## src/rtl/pcfx_scsi_pkg.sv

```systemverilog
// ============================================================================
// Module      : pcfx_scsi_pkg
// Description : Shared types, constants and helpers for the SCSI CD target.
// Revision    : 1.0 - initial release
// ============================================================================
`default_nettype none

package pcfx_scsi_pkg;

    // Bus phase of the target state machine
    typedef enum logic [2:0] {
        PH_BUS_FREE = 3'd0,
        PH_SELECTED = 3'd1,
        PH_COMMAND  = 3'd2,
        PH_DATA_IN  = 3'd3,
        PH_STATUS   = 3'd4,
        PH_MSG_IN   = 3'd5
    } scsi_phase_t;

    // Message byte sent in MESSAGE IN at the end of every command
    localparam logic [7:0] SCSI_MSG_CMD_COMPLETE = 8'h00;

    // Phase lines as {MSG, CD, IO}, 1 = asserted (bus level is the inverse)
    localparam logic [2:0] c_lines_idle    = 3'b000;
    localparam logic [2:0] c_lines_command = 3'b010;
    localparam logic [2:0] c_lines_data_in = 3'b001;
    localparam logic [2:0] c_lines_status  = 3'b011;
    localparam logic [2:0] c_lines_msg_in  = 3'b111;

    // CDB length from the group code in bits [7:5] of the opcode
    function automatic logic [3:0] cdb_length(input logic [7:0] opcode);
        case (opcode[7:5])
            3'd0:       return 4'd6;
            3'd1, 3'd2: return 4'd10;
            3'd5:       return 4'd12;
            default:    return 4'd6;
        endcase
    endfunction

endpackage

`default_nettype wire

```

## src/rtl/scsi_target_handshake.sv

```systemverilog
// ============================================================================
// Module      : scsi_target_handshake
// Description : Target-side REQ/ACK engine with bus settle counter. A start
//               pulse runs one byte: settle, assert REQ, wait ACK, release
//               REQ, wait ACK release, then done.
// Revision    : 1.0 - initial release
// ============================================================================
`default_nettype none

module scsi_target_handshake #(
    parameter int unsigned BUS_SETTLE = 4
) (
    input  logic clk,
    input  logic rst,
    input  logic i_ce,
    input  logic i_bus_rst,
    input  logic i_start,
    input  logic i_ack_n,
    output logic o_req_n,
    output logic o_latch,
    output logic o_done
);

    typedef enum logic [1:0] {
        HS_IDLE     = 2'd0,
        HS_SETTLE   = 2'd1,
        HS_WAIT_ACK = 2'd2,
        HS_WAIT_REL = 2'd3
    } hs_state_t;

    localparam logic [7:0] c_settle = 8'(BUS_SETTLE);

    hs_state_t  r_state;
    logic [7:0] r_settle;
    logic       r_req_n;

    // Latch/done are combinational so the owner acts in the very cycle ACK
    // is first seen low (data still valid) or first seen released.
    assign o_latch = i_ce && (r_state == HS_WAIT_ACK) && !i_ack_n;
    assign o_done  = i_ce && (r_state == HS_WAIT_REL) && i_ack_n;
    assign o_req_n = r_req_n;

    // Settle countdown and REQ sequencing; REQ only rises again with ACK high
    always_ff @(posedge clk or posedge rst) begin
        if (rst) begin
            r_state  <= HS_IDLE;
            r_settle <= 8'd0;
            r_req_n  <= 1'b1;
        end else if (i_bus_rst) begin
            r_state  <= HS_IDLE;
            r_settle <= 8'd0;
            r_req_n  <= 1'b1;
        end else if (i_ce) begin
            case (r_state)
                HS_IDLE: begin
                    if (i_start) begin
                        r_settle <= c_settle;
                        r_state  <= HS_SETTLE;
                    end
                end
                HS_SETTLE: begin
                    if (r_settle != 8'd0) begin
                        r_settle <= r_settle - 8'd1;
                    end else if (i_ack_n) begin
                        r_req_n <= 1'b0;
                        r_state <= HS_WAIT_ACK;
                    end
                end
                HS_WAIT_ACK: begin
                    if (!i_ack_n) begin
                        r_req_n <= 1'b1;
                        r_state <= HS_WAIT_REL;
                    end
                end
                HS_WAIT_REL: begin
                    if (i_ack_n) begin
                        r_state <= HS_IDLE;
                    end
                end
                default: r_state <= HS_IDLE;
            endcase
        end
    end

endmodule

`default_nettype wire

```

## src/rtl/scsi_cd_target.sv

```systemverilog
// ============================================================================
// Module      : scsi_cd_target
// Description : SCSI CD-ROM target: selection, COMMAND, DATA IN, STATUS and
//               MESSAGE IN phase sequencing with a command/read backend.
// Revision    : 1.0 - initial release
// ============================================================================
`default_nettype none

module scsi_cd_target #(
    parameter int unsigned TARGET_ID  = 0,
    parameter int unsigned BUS_SETTLE = 4
) (
    input  logic       CLK,
    input  logic       RES,
    input  logic       CE,
    input  logic [7:0] SCSI_DI,
    input  logic       SCSI_DOE_I,
    input  logic       SCSI_ATNn,
    input  logic       SCSI_ACKn,
    input  logic       SCSI_RSTn,
    input  logic       SCSI_SELn,
    output logic [7:0] SCSI_DO,
    output logic       SCSI_BSYn,
    output logic       SCSI_REQn,
    output logic       SCSI_MSGn,
    output logic       SCSI_CDn,
    output logic       SCSI_IOn,
    output logic [7:0] CMD_BYTE,
    output logic       CMD_STB,
    output logic       CMD_DONE,
    input  logic [7:0] DIN_DATA,
    input  logic       DIN_VALID,
    input  logic       DIN_LAST,
    output logic       DIN_READY,
    input  logic [7:0] STAT_BYTE,
    input  logic       STAT_VALID
);

    import pcfx_scsi_pkg::*;

    scsi_phase_t r_state;
    logic        r_bsy_n;
    logic [2:0]  r_lines_n;     // {MSG, CD, IO} at bus level
    logic [7:0]  r_do;
    logic [7:0]  r_cmd_byte;
    logic        r_cmd_stb;
    logic        r_cmd_done;
    logic        r_din_ready;
    logic        r_hs_start;
    logic        r_xfer;        // a byte is loaded and its handshake is running
    logic        r_last;
    logic        r_cmd_idle;    // all CDB bytes taken, waiting for the backend
    logic [3:0]  r_cmd_cnt;
    logic [3:0]  r_cmd_len;
    logic        w_hs_latch;
    logic        w_hs_done;
    logic        w_req_n;
    logic        w_unused_atn;

    assign w_unused_atn = SCSI_ATNn;

    scsi_target_handshake #(
        .BUS_SETTLE (BUS_SETTLE)
    ) u_handshake (
        .clk       (CLK),
        .rst       (RES),
        .i_ce      (CE),
        .i_bus_rst (!SCSI_RSTn),
        .i_start   (r_hs_start),
        .i_ack_n   (SCSI_ACKn),
        .o_req_n   (w_req_n),
        .o_latch   (w_hs_latch),
        .o_done    (w_hs_done)
    );

    assign SCSI_DO   = r_do;
    assign SCSI_BSYn = r_bsy_n;
    assign SCSI_REQn = w_req_n;
    assign SCSI_MSGn = r_lines_n[2];
    assign SCSI_CDn  = r_lines_n[1];
    assign SCSI_IOn  = r_lines_n[0];
    assign CMD_BYTE  = r_cmd_byte;
    assign CMD_STB   = r_cmd_stb;
    assign CMD_DONE  = r_cmd_done;
    assign DIN_READY = r_din_ready;

    // Phase sequencer; every load of SCSI_DO or phase entry kicks a handshake
    always_ff @(posedge CLK or posedge RES) begin
        if (RES) begin
            r_state     <= PH_BUS_FREE;
            r_bsy_n     <= 1'b1;
            r_lines_n   <= ~c_lines_idle;
            r_do        <= 8'h00;
            r_cmd_byte  <= 8'h00;
            r_cmd_stb   <= 1'b0;
            r_cmd_done  <= 1'b0;
            r_din_ready <= 1'b0;
            r_hs_start  <= 1'b0;
            r_xfer      <= 1'b0;
            r_last      <= 1'b0;
            r_cmd_idle  <= 1'b0;
            r_cmd_cnt   <= 4'd0;
            r_cmd_len   <= 4'd0;
        end else if (!SCSI_RSTn) begin
            r_state     <= PH_BUS_FREE;
            r_bsy_n     <= 1'b1;
            r_lines_n   <= ~c_lines_idle;
            r_do        <= 8'h00;
            r_cmd_byte  <= 8'h00;
            r_cmd_stb   <= 1'b0;
            r_cmd_done  <= 1'b0;
            r_din_ready <= 1'b0;
            r_hs_start  <= 1'b0;
            r_xfer      <= 1'b0;
            r_last      <= 1'b0;
            r_cmd_idle  <= 1'b0;
            r_cmd_cnt   <= 4'd0;
            r_cmd_len   <= 4'd0;
        end else if (CE) begin
            r_cmd_stb   <= 1'b0;
            r_cmd_done  <= 1'b0;
            r_din_ready <= 1'b0;
            r_hs_start  <= 1'b0;
            case (r_state)
                PH_BUS_FREE: begin
                    if (!SCSI_SELn && SCSI_DOE_I && SCSI_DI[TARGET_ID] && r_bsy_n) begin
                        r_bsy_n <= 1'b0;
                        r_state <= PH_SELECTED;
                    end
                end
                PH_SELECTED: begin
                    if (SCSI_SELn) begin
                        r_state    <= PH_COMMAND;
                        r_lines_n  <= ~c_lines_command;
                        r_cmd_cnt  <= 4'd0;
                        r_cmd_len  <= 4'd6;   // replaced once byte 0 arrives
                        r_cmd_idle <= 1'b0;
                        r_hs_start <= 1'b1;
                    end
                end
                PH_COMMAND: begin
                    if (!r_cmd_idle) begin
                        if (w_hs_latch) begin
                            r_cmd_byte <= SCSI_DI;
                            r_cmd_stb  <= 1'b1;
                            if (r_cmd_cnt == 4'd0) begin
                                r_cmd_len <= cdb_length(SCSI_DI);
                            end
                            if (r_cmd_cnt != 4'hF) begin
                                r_cmd_cnt <= r_cmd_cnt + 4'd1;
                            end
                        end
                        if (w_hs_done) begin
                            if (r_cmd_cnt >= r_cmd_len) begin
                                r_cmd_done <= 1'b1;
                                r_cmd_idle <= 1'b1;
                            end else begin
                                r_hs_start <= 1'b1;
                            end
                        end
                    end else if (DIN_VALID) begin
                        r_state   <= PH_DATA_IN;
                        r_lines_n <= ~c_lines_data_in;
                        r_xfer    <= 1'b0;
                    end else if (STAT_VALID) begin
                        r_state   <= PH_STATUS;
                        r_lines_n <= ~c_lines_status;
                        r_xfer    <= 1'b0;
                    end
                end
                PH_DATA_IN: begin
                    if (!r_xfer) begin
                        if (DIN_VALID) begin
                            r_do        <= DIN_DATA;
                            r_din_ready <= 1'b1;
                            r_last      <= DIN_LAST;
                            r_xfer      <= 1'b1;
                            r_hs_start  <= 1'b1;
                        end
                    end else if (w_hs_done) begin
                        r_xfer <= 1'b0;
                        if (r_last) begin
                            r_state   <= PH_STATUS;
                            r_lines_n <= ~c_lines_status;
                        end
                    end
                end
                PH_STATUS: begin
                    if (!r_xfer) begin
                        if (STAT_VALID) begin
                            r_do       <= STAT_BYTE;
                            r_xfer     <= 1'b1;
                            r_hs_start <= 1'b1;
                        end
                    end else if (w_hs_done) begin
                        r_state    <= PH_MSG_IN;
                        r_lines_n  <= ~c_lines_msg_in;
                        r_do       <= SCSI_MSG_CMD_COMPLETE;
                        r_hs_start <= 1'b1;
                    end
                end
                PH_MSG_IN: begin
                    if (w_hs_done) begin
                        r_state   <= PH_BUS_FREE;
                        r_bsy_n   <= 1'b1;
                        r_lines_n <= ~c_lines_idle;
                        r_do      <= 8'h00;
                        r_xfer    <= 1'b0;
                    end
                end
                default: r_state <= PH_BUS_FREE;
            endcase
        end
    end

endmodule

`default_nettype wire

```

## config.mk

```make
export PLATFORM = sky130hd
export DESIGN_NAME = scsi_cd_target
export DESIGN_NICKNAME = d
export VERILOG_FILES = /design/src/rtl/pcfx_scsi_pkg.sv /design/src/rtl/scsi_target_handshake.sv /design/src/rtl/scsi_cd_target.sv
export SDC_FILE = /design/constraint.sdc
export NUM_CORES = 1
export LEC_CHECK = 0
export ABC_AREA = 1
export CAP_MARGIN = 20
export CORE_MARGIN = 4
export CORE_UTILIZATION = 40
export CTS_CLUSTER_DIAMETER = 60
export DETAILED_ROUTE_END_ITERATION = 10
export PLACE_DENSITY_LB_ADDON = 0.1
export SLEW_MARGIN = 20
export SYNTH_ARGS = -nofsm -noshare
export SYNTH_HDL_FRONTEND = slang
export SYNTH_SLANG_ARGS = --single-unit
export TNS_END_PERCENT = 1
```

## constraint.sdc

```tcl
create_clock -name CLK -period 1.8 [get_ports CLK]
set_clock_uncertainty 0.1 [all_clocks]
set_input_delay 0.45 -clock CLK [delete_from_list [all_inputs] [get_ports CLK]]
set_output_delay 0.45 -clock CLK [all_outputs]
set_load 0.02 [all_outputs]
```

* Word-level counts from Yosys, hierarchy flattened *
Index checks and enable logic that the tools add are counted.

word-level totals
  flip-flop bits (word level) = 49
  input port bits = 35
  output and inout port bits = 24
  logic and storage cells = 216

cells by class
  add/subtract/negate cells = 2
  order comparisons = 1
  equality and inequality tests = 49
  mux-type cells = 120
  reduce and logical (&&, ||, !) cells = 27

operators with widths
  operator                                               number
  2-to-1 mux 8 bit                                       16
  2-to-1 mux 3 bit                                       20
  2-to-1 mux 1 bit                                       52
  2-to-1 mux 4 bit                                       12
  inequality test 3 bit, second input constant           16
  case mux 4 bit (2 select lines)                        3
  case mux 8 bit (3 select lines)                        1
  AND reduction 11 bit                                   2
  case mux 3 bit (6 select lines)                        1
  AND reduction 6 bit                                    3
  case mux 8 bit (2 select lines)                        1
  AND reduction 4 bit                                    4
  inequality test 3 x 2 -> 1 bit, second input constant  5
  case mux 3 bit (5 select lines)                        1
  AND reduction 5 bit                                    3
  2-to-1 mux 2 bit                                       7
  inequality test 3 x 1 -> 1 bit, second input constant  4
  inequality test 4 bit, second input constant           3
  == test 3 x 2 -> 1 bit, second input constant          3
  == test 3 bit, second input constant                   3
  inequality test 2 x 1 -> 1 bit, second input constant  4
  case mux 1 bit (4 select lines)                        2
  case mux 2 bit (4 select lines)                        1
  nonzero test 8 bit                                     1
  other kinds (18)                                       31

* Longest topological paths before layout *
  word-level depth = 9
  gate-level depth with buffers = 10

* Cells and area by module *
Synthesis repeated with hierarchy kept, for this count alone.

second synthesis, totals
  cell total of the unflattened synthesis = 487
  area, all modules = 3454.6 um^2

modules (own cells, without submodules)
  module                 times used  cells each  area an instance (um^2)  seq. area each (um^2)
  scsi_cd_target         1           363         2555.0                   930.9
  scsi_target_handshake  1           124         899.6                    276.5

* Worst setup path after synthesis *
No wires, ideal clock.

  path type = register to register
  start = register u_handshake.r_state[0]
  end = register r_cmd_len[1]
  setup time = 116 ps
  arrival time = 1423 ps
  required time = 1584 ps
  slack = 161 ps
  stages on the path, launching flop included = 10
  buffers on the path = 0
  path through = dfrtp_1 inv_1 ha_1 inv_1 nor3_4 nor2_2 nor2_4 nand2_2 nand2_1 nand2_1

between the ends
  cells in the longest elaborated chain, start to end = 5

RTL lines
  what                                      RTL line                     source
  from (decl)                               scsi_target_handshake.sv:33  hs_state_t r_state;
  from (signal assigned)                    scsi_target_handshake.sv:46  r_state <= HS_IDLE;
  from (signal assigned)                    scsi_target_handshake.sv:50  r_state <= HS_IDLE;
  from (signal assigned)                    scsi_target_handshake.sv:58  r_state <= HS_SETTLE;
  == test 2 bit                             scsi_target_handshake.sv:39  assign o_latch = i_ce && (r_state == HS_WAIT_ACK) && !i_ack_n;
  logical AND 1 bit (2 in a row)            scsi_target_handshake.sv:39
  inequality test 3 x 2 -> 1 bit (no line)  --
  AND reduction 6 bit (no line)             --
  to (signal assigned)                      scsi_cd_target.sv:147        r_cmd_len <= cdb_length(SCSI_DI);
  to (decl)                                 scsi_cd_target.sv:54         logic [3:0] r_cmd_len;

No other way between the ends.
A chain may end at the register's enable or synchronous reset.

* Worst setup path in the final report *
  start = register r_bsy_n (netlist: SCSI_BSYn)
  end = output SCSI_BSYn

RTL lines
  what                    RTL line               source
  from (decl)             scsi_cd_target.sv:42   logic r_bsy_n;
  from (signal assigned)  scsi_cd_target.sv:91   r_bsy_n <= 1'b1;
  from (signal assigned)  scsi_cd_target.sv:106  r_bsy_n <= 1'b1;
  from (signal assigned)  scsi_cd_target.sv:127  r_bsy_n <= 1'b0;
  to (decl)               scsi_cd_target.sv:23   output logic SCSI_BSYn,

No word-level cell between the ends.

==> results.yml <==
cts:
  path_clk_slew_ns: 0.09
  cts_root_buf: "clkbuf_8"
  clk_latency_ns: 0.30
  cts_made_buffers: 5
  cts_buffer_depth: 2
  cts.sinks: 48
  htree_levels: 2
  cts_tree: "yes"
  cts_setup_buffers: 0
placement:
  dpl_cell_area_um2: 4138
  port_buffers: 57
  gp_congestion: 0.8984
  post-dp-hpwl_um: 6329
sta:
  setup_violations: 0
  clock.fmax_mhz: 578.2
  maxSlewHeadroom_pct: 76.42
  rsz0062_at_grt: "true"
  maxSlewViolCount: 0
  final.min_clock_period_ns: 1.729
  finalCritPeriodShare_pct: 96.08
  tightest_slew_ns: 0.3533
  hold_viol_final: 0
logic_synthesis:
  synth_cells: 456
  synthArstFlopShare_pct: 100.0
  synth-seq-cells: 48
  synth_area_um2: 3232
  synth_top_area_share_pct: 33.29
  yosysUniqueCellTypes: 33
  netlist_top_cells_count: "nand2_1 (151), nand3_1 (62), dfrtp_1 (43), inv_1 (43), nor2_1 (37)"
  synth_area_leaders: "dfrtp_1 (33%), nand2_1 (18%), nand3_1 (9.6%)"
  yosysWarningCount: 0
  synth.net_count: 502
  yosysMostFrequentCell: "nand2_1"
  yosysTopAreaCell: "dfrtp_1"
  synth-edff-count: 0
  ys_seq_area_share_pct: 37.36
  synth.avg_cell_area_um2: 7.087
  ys.flop_type: "dfrtp_1"
power_and_ir_drop:
  power.switching_mw: 2.468
  seqPwrFrac_pct: 30.8
  vdd_drop_max_mv: 0.5753
  p_comb_share_pct: 54.8
  p_int_mw: 2.964
  p_per_area_nw_per_um2: 1281
  p_leak_nw: 2.259
  swShare_pct: 45.43
  power_mw: 5.432
  power_frac_clock_pct: 14.4
cells_and_area:
  drive_gt1_share_pct: 16.33
  syn_to_final_growth_pct: 31.17
  fillers: 802
  fin_nets: 590
  stdcell_area_um2: 4239
  antenna_cells: 0
die:
  dieHeight_um: 97.89
  initial_core_util_pct: 41.39
  coreArea_um2: 7807
  rows: 32
  die_w_um: 97.89
  pin_count: 59
  die_area_um2: 9581
route:
  ant_nets: 0
  drt_iter0_drc: 100
  wl_per_cell_um: 12.99
  drcViolationCount: 0
  wirelength_um: 8407
  vias: 3203
  vias_per_cell: 4.951
  firstDrtPassIters: 4
setup_path:
  path_max_fanout: 3
  critPathTopFamily: "flip-flops"
  end_kind: "primary output"
  worstSetupPathType: "reg2out"
  cp.buffers_inverters: 1
  slowest_delay_ns: 0.54
  start_kind: "register"
  path_cells: "dlygate4sd2_1"
  required_ns: 1.25
  crit_arrival_ns: 1.18
  cp_slowest_cell: "dfstp_2"
outcome:
  status: "finished, final reports clean"
grt:
  antenna_found_initial: 0
  grtUsageTotal_pct: 17.79
  grt_pass1_vias: 3004
  grt_pass1_wl_um: 14280
  grt-ovfl-total: 0
  grt_max_degree: 49
flow_run:
  maxCapViolCount: 0
worst_hold_path:
  min_path_type: "reg2reg"
## worst paths after layout
kind / cells past startpoint / startpoint / end / slack [ns]
max: 1 / SCSI_BSYn$_DFFE_PP1P_ / SCSI_BSYn / 0.07
min: 2 / r_lines_n[2]$_DFFE_PP1P_ / r_lines_n[2]$_DFFE_PP1P_ / 0.36
max reg2reg: 9 / u_handshake.r_state[0]$_DFFE_PP0P_ / SCSI_DO[7]$_DFFE_PP0P_ / 0.10
min reg2reg: 2 / r_lines_n[2]$_DFFE_PP1P_ / r_lines_n[2]$_DFFE_PP1P_ / 0.36
max in group asynchronous: 3 / RES / u_handshake.o_req_n$_DFFE_PP1P_ / 0.91
min in group asynchronous: 3 / RES / SCSI_DO[2]$_DFFE_PP0P_ / 0.40
## through the flow
stage	hold WS (ns)	setup slack [ns]	cells	TNS [ns]	utilization, %
floorplan	0.3419	0.1138	456	0	-
global route	0.3815	-0.05269	647	-0.1770	54.29
detailed placement	0.3541	-0.2838	638	-9.117	53.00
finish	0.3646	0.07064	647	0	54.29
global placement	0.3513	-0.2393	638	-8.337	53.00
CTS	0.3664	0.03518	646	0	53.99
## timing repair
action                                 in CTS  in global routing
cloned                                      0                  1
pin swaps                                   0                  1
resized for setup                          24                 10
hold buffers                                0                  0
setup endpoints to repair                  24                 21
endpoints found under the hold margin       0                  0
## cells in the final DEF (no fill, tap or decap), drive strengths merged, types with 3 or more instances in the layout
cell / n
clkdlybuf4s50: 31
nor3: 4
nor2: 53
xor2: 5
o21ai: 32
clkbuf: 6
nand2: 161
dfrtp: 43
buf: 30
dfstp: 5
inv: 48
nand4: 3
dlygate4sd2: 24
nand3: 66
a21oi: 11
ha: 11
nand3b: 3
## final cells by class
type / instances / area, µm² / share of cell area (%)
repair buffers: 86 / 780.7 / 18.42
flip-flops and latches: 48 / 1207 / 28.48
inverters: 48 / 180.2 / 4.250
clock inverters: 2 / 35.03 / 0.8264
multi-input cells: 355 / 1836 / 43.30
well taps: 102 / 127.6 / 3.011
clock buffers: 6 / 72.57 / 1.712
## registers in the layout, summed over array words and instances, names as in the netlist, 2 cells and up
| register | count |
|---|---|
| r_lines_n | 3 |
| CMD_BYTE | 8 |
| SCSI_DO | 8 |
| u_handshake.r_state | 2 |
| r_cmd_cnt | 4 |
| u_handshake.r_settle | 8 |
| r_state | 3 |
| r_cmd_len | 3 |
## worst reg2reg max path, cell delays in order, from the launching register on
cell	delay, ns
dfrtp_1	0.43
ha_1	0.23
nand3_1	0.08
buf_4	0.15
nand2_1	0.09
a21oi_4	0.26
nand2_1	0.08
nand2_1	0.08
nand3_1	0.07
nand2_1	0.07
## routing by layer
layer | wire, µm | vias up | global-route usage (%)
li1 | - | 1647 | -
met1 | 4006 | 1480 | 24.78
met2 | 3875 | 68 | 28.59
met3 | 417 | 8 | 3.357
met4 | 108 | 0 | 4.260
met5 | 0 | - | 0
## cell families (layout without fill, tap and decap cells)
logic type | Yosys count | count (layout) | synth area share, %
flops | 48 | 48 | 37.36
xor+xnor | 5 | 5 | 1.355
compound gates | 45 | 45 | 8.014
fa+ha+maj | 11 | 11 | 4.259
simple gates | 293 | 294 | 42.51
buf+inv | 54 | 142 | 6.504
## power by group through the flow
stage	Combinational (mW)	Sequential, mW	Clock [mW]
2_1_floorplan	1.93	1.84	0
3_5_place_dp	3.06	1.69	0
3_3_place_gp	3.01	1.69	0
6_report	2.98	1.67	0.783
5_1_grt	3.39	1.73	0.862
4_1_cts	2.97	1.67	0.814
Power figures use the tool's default switching activity.
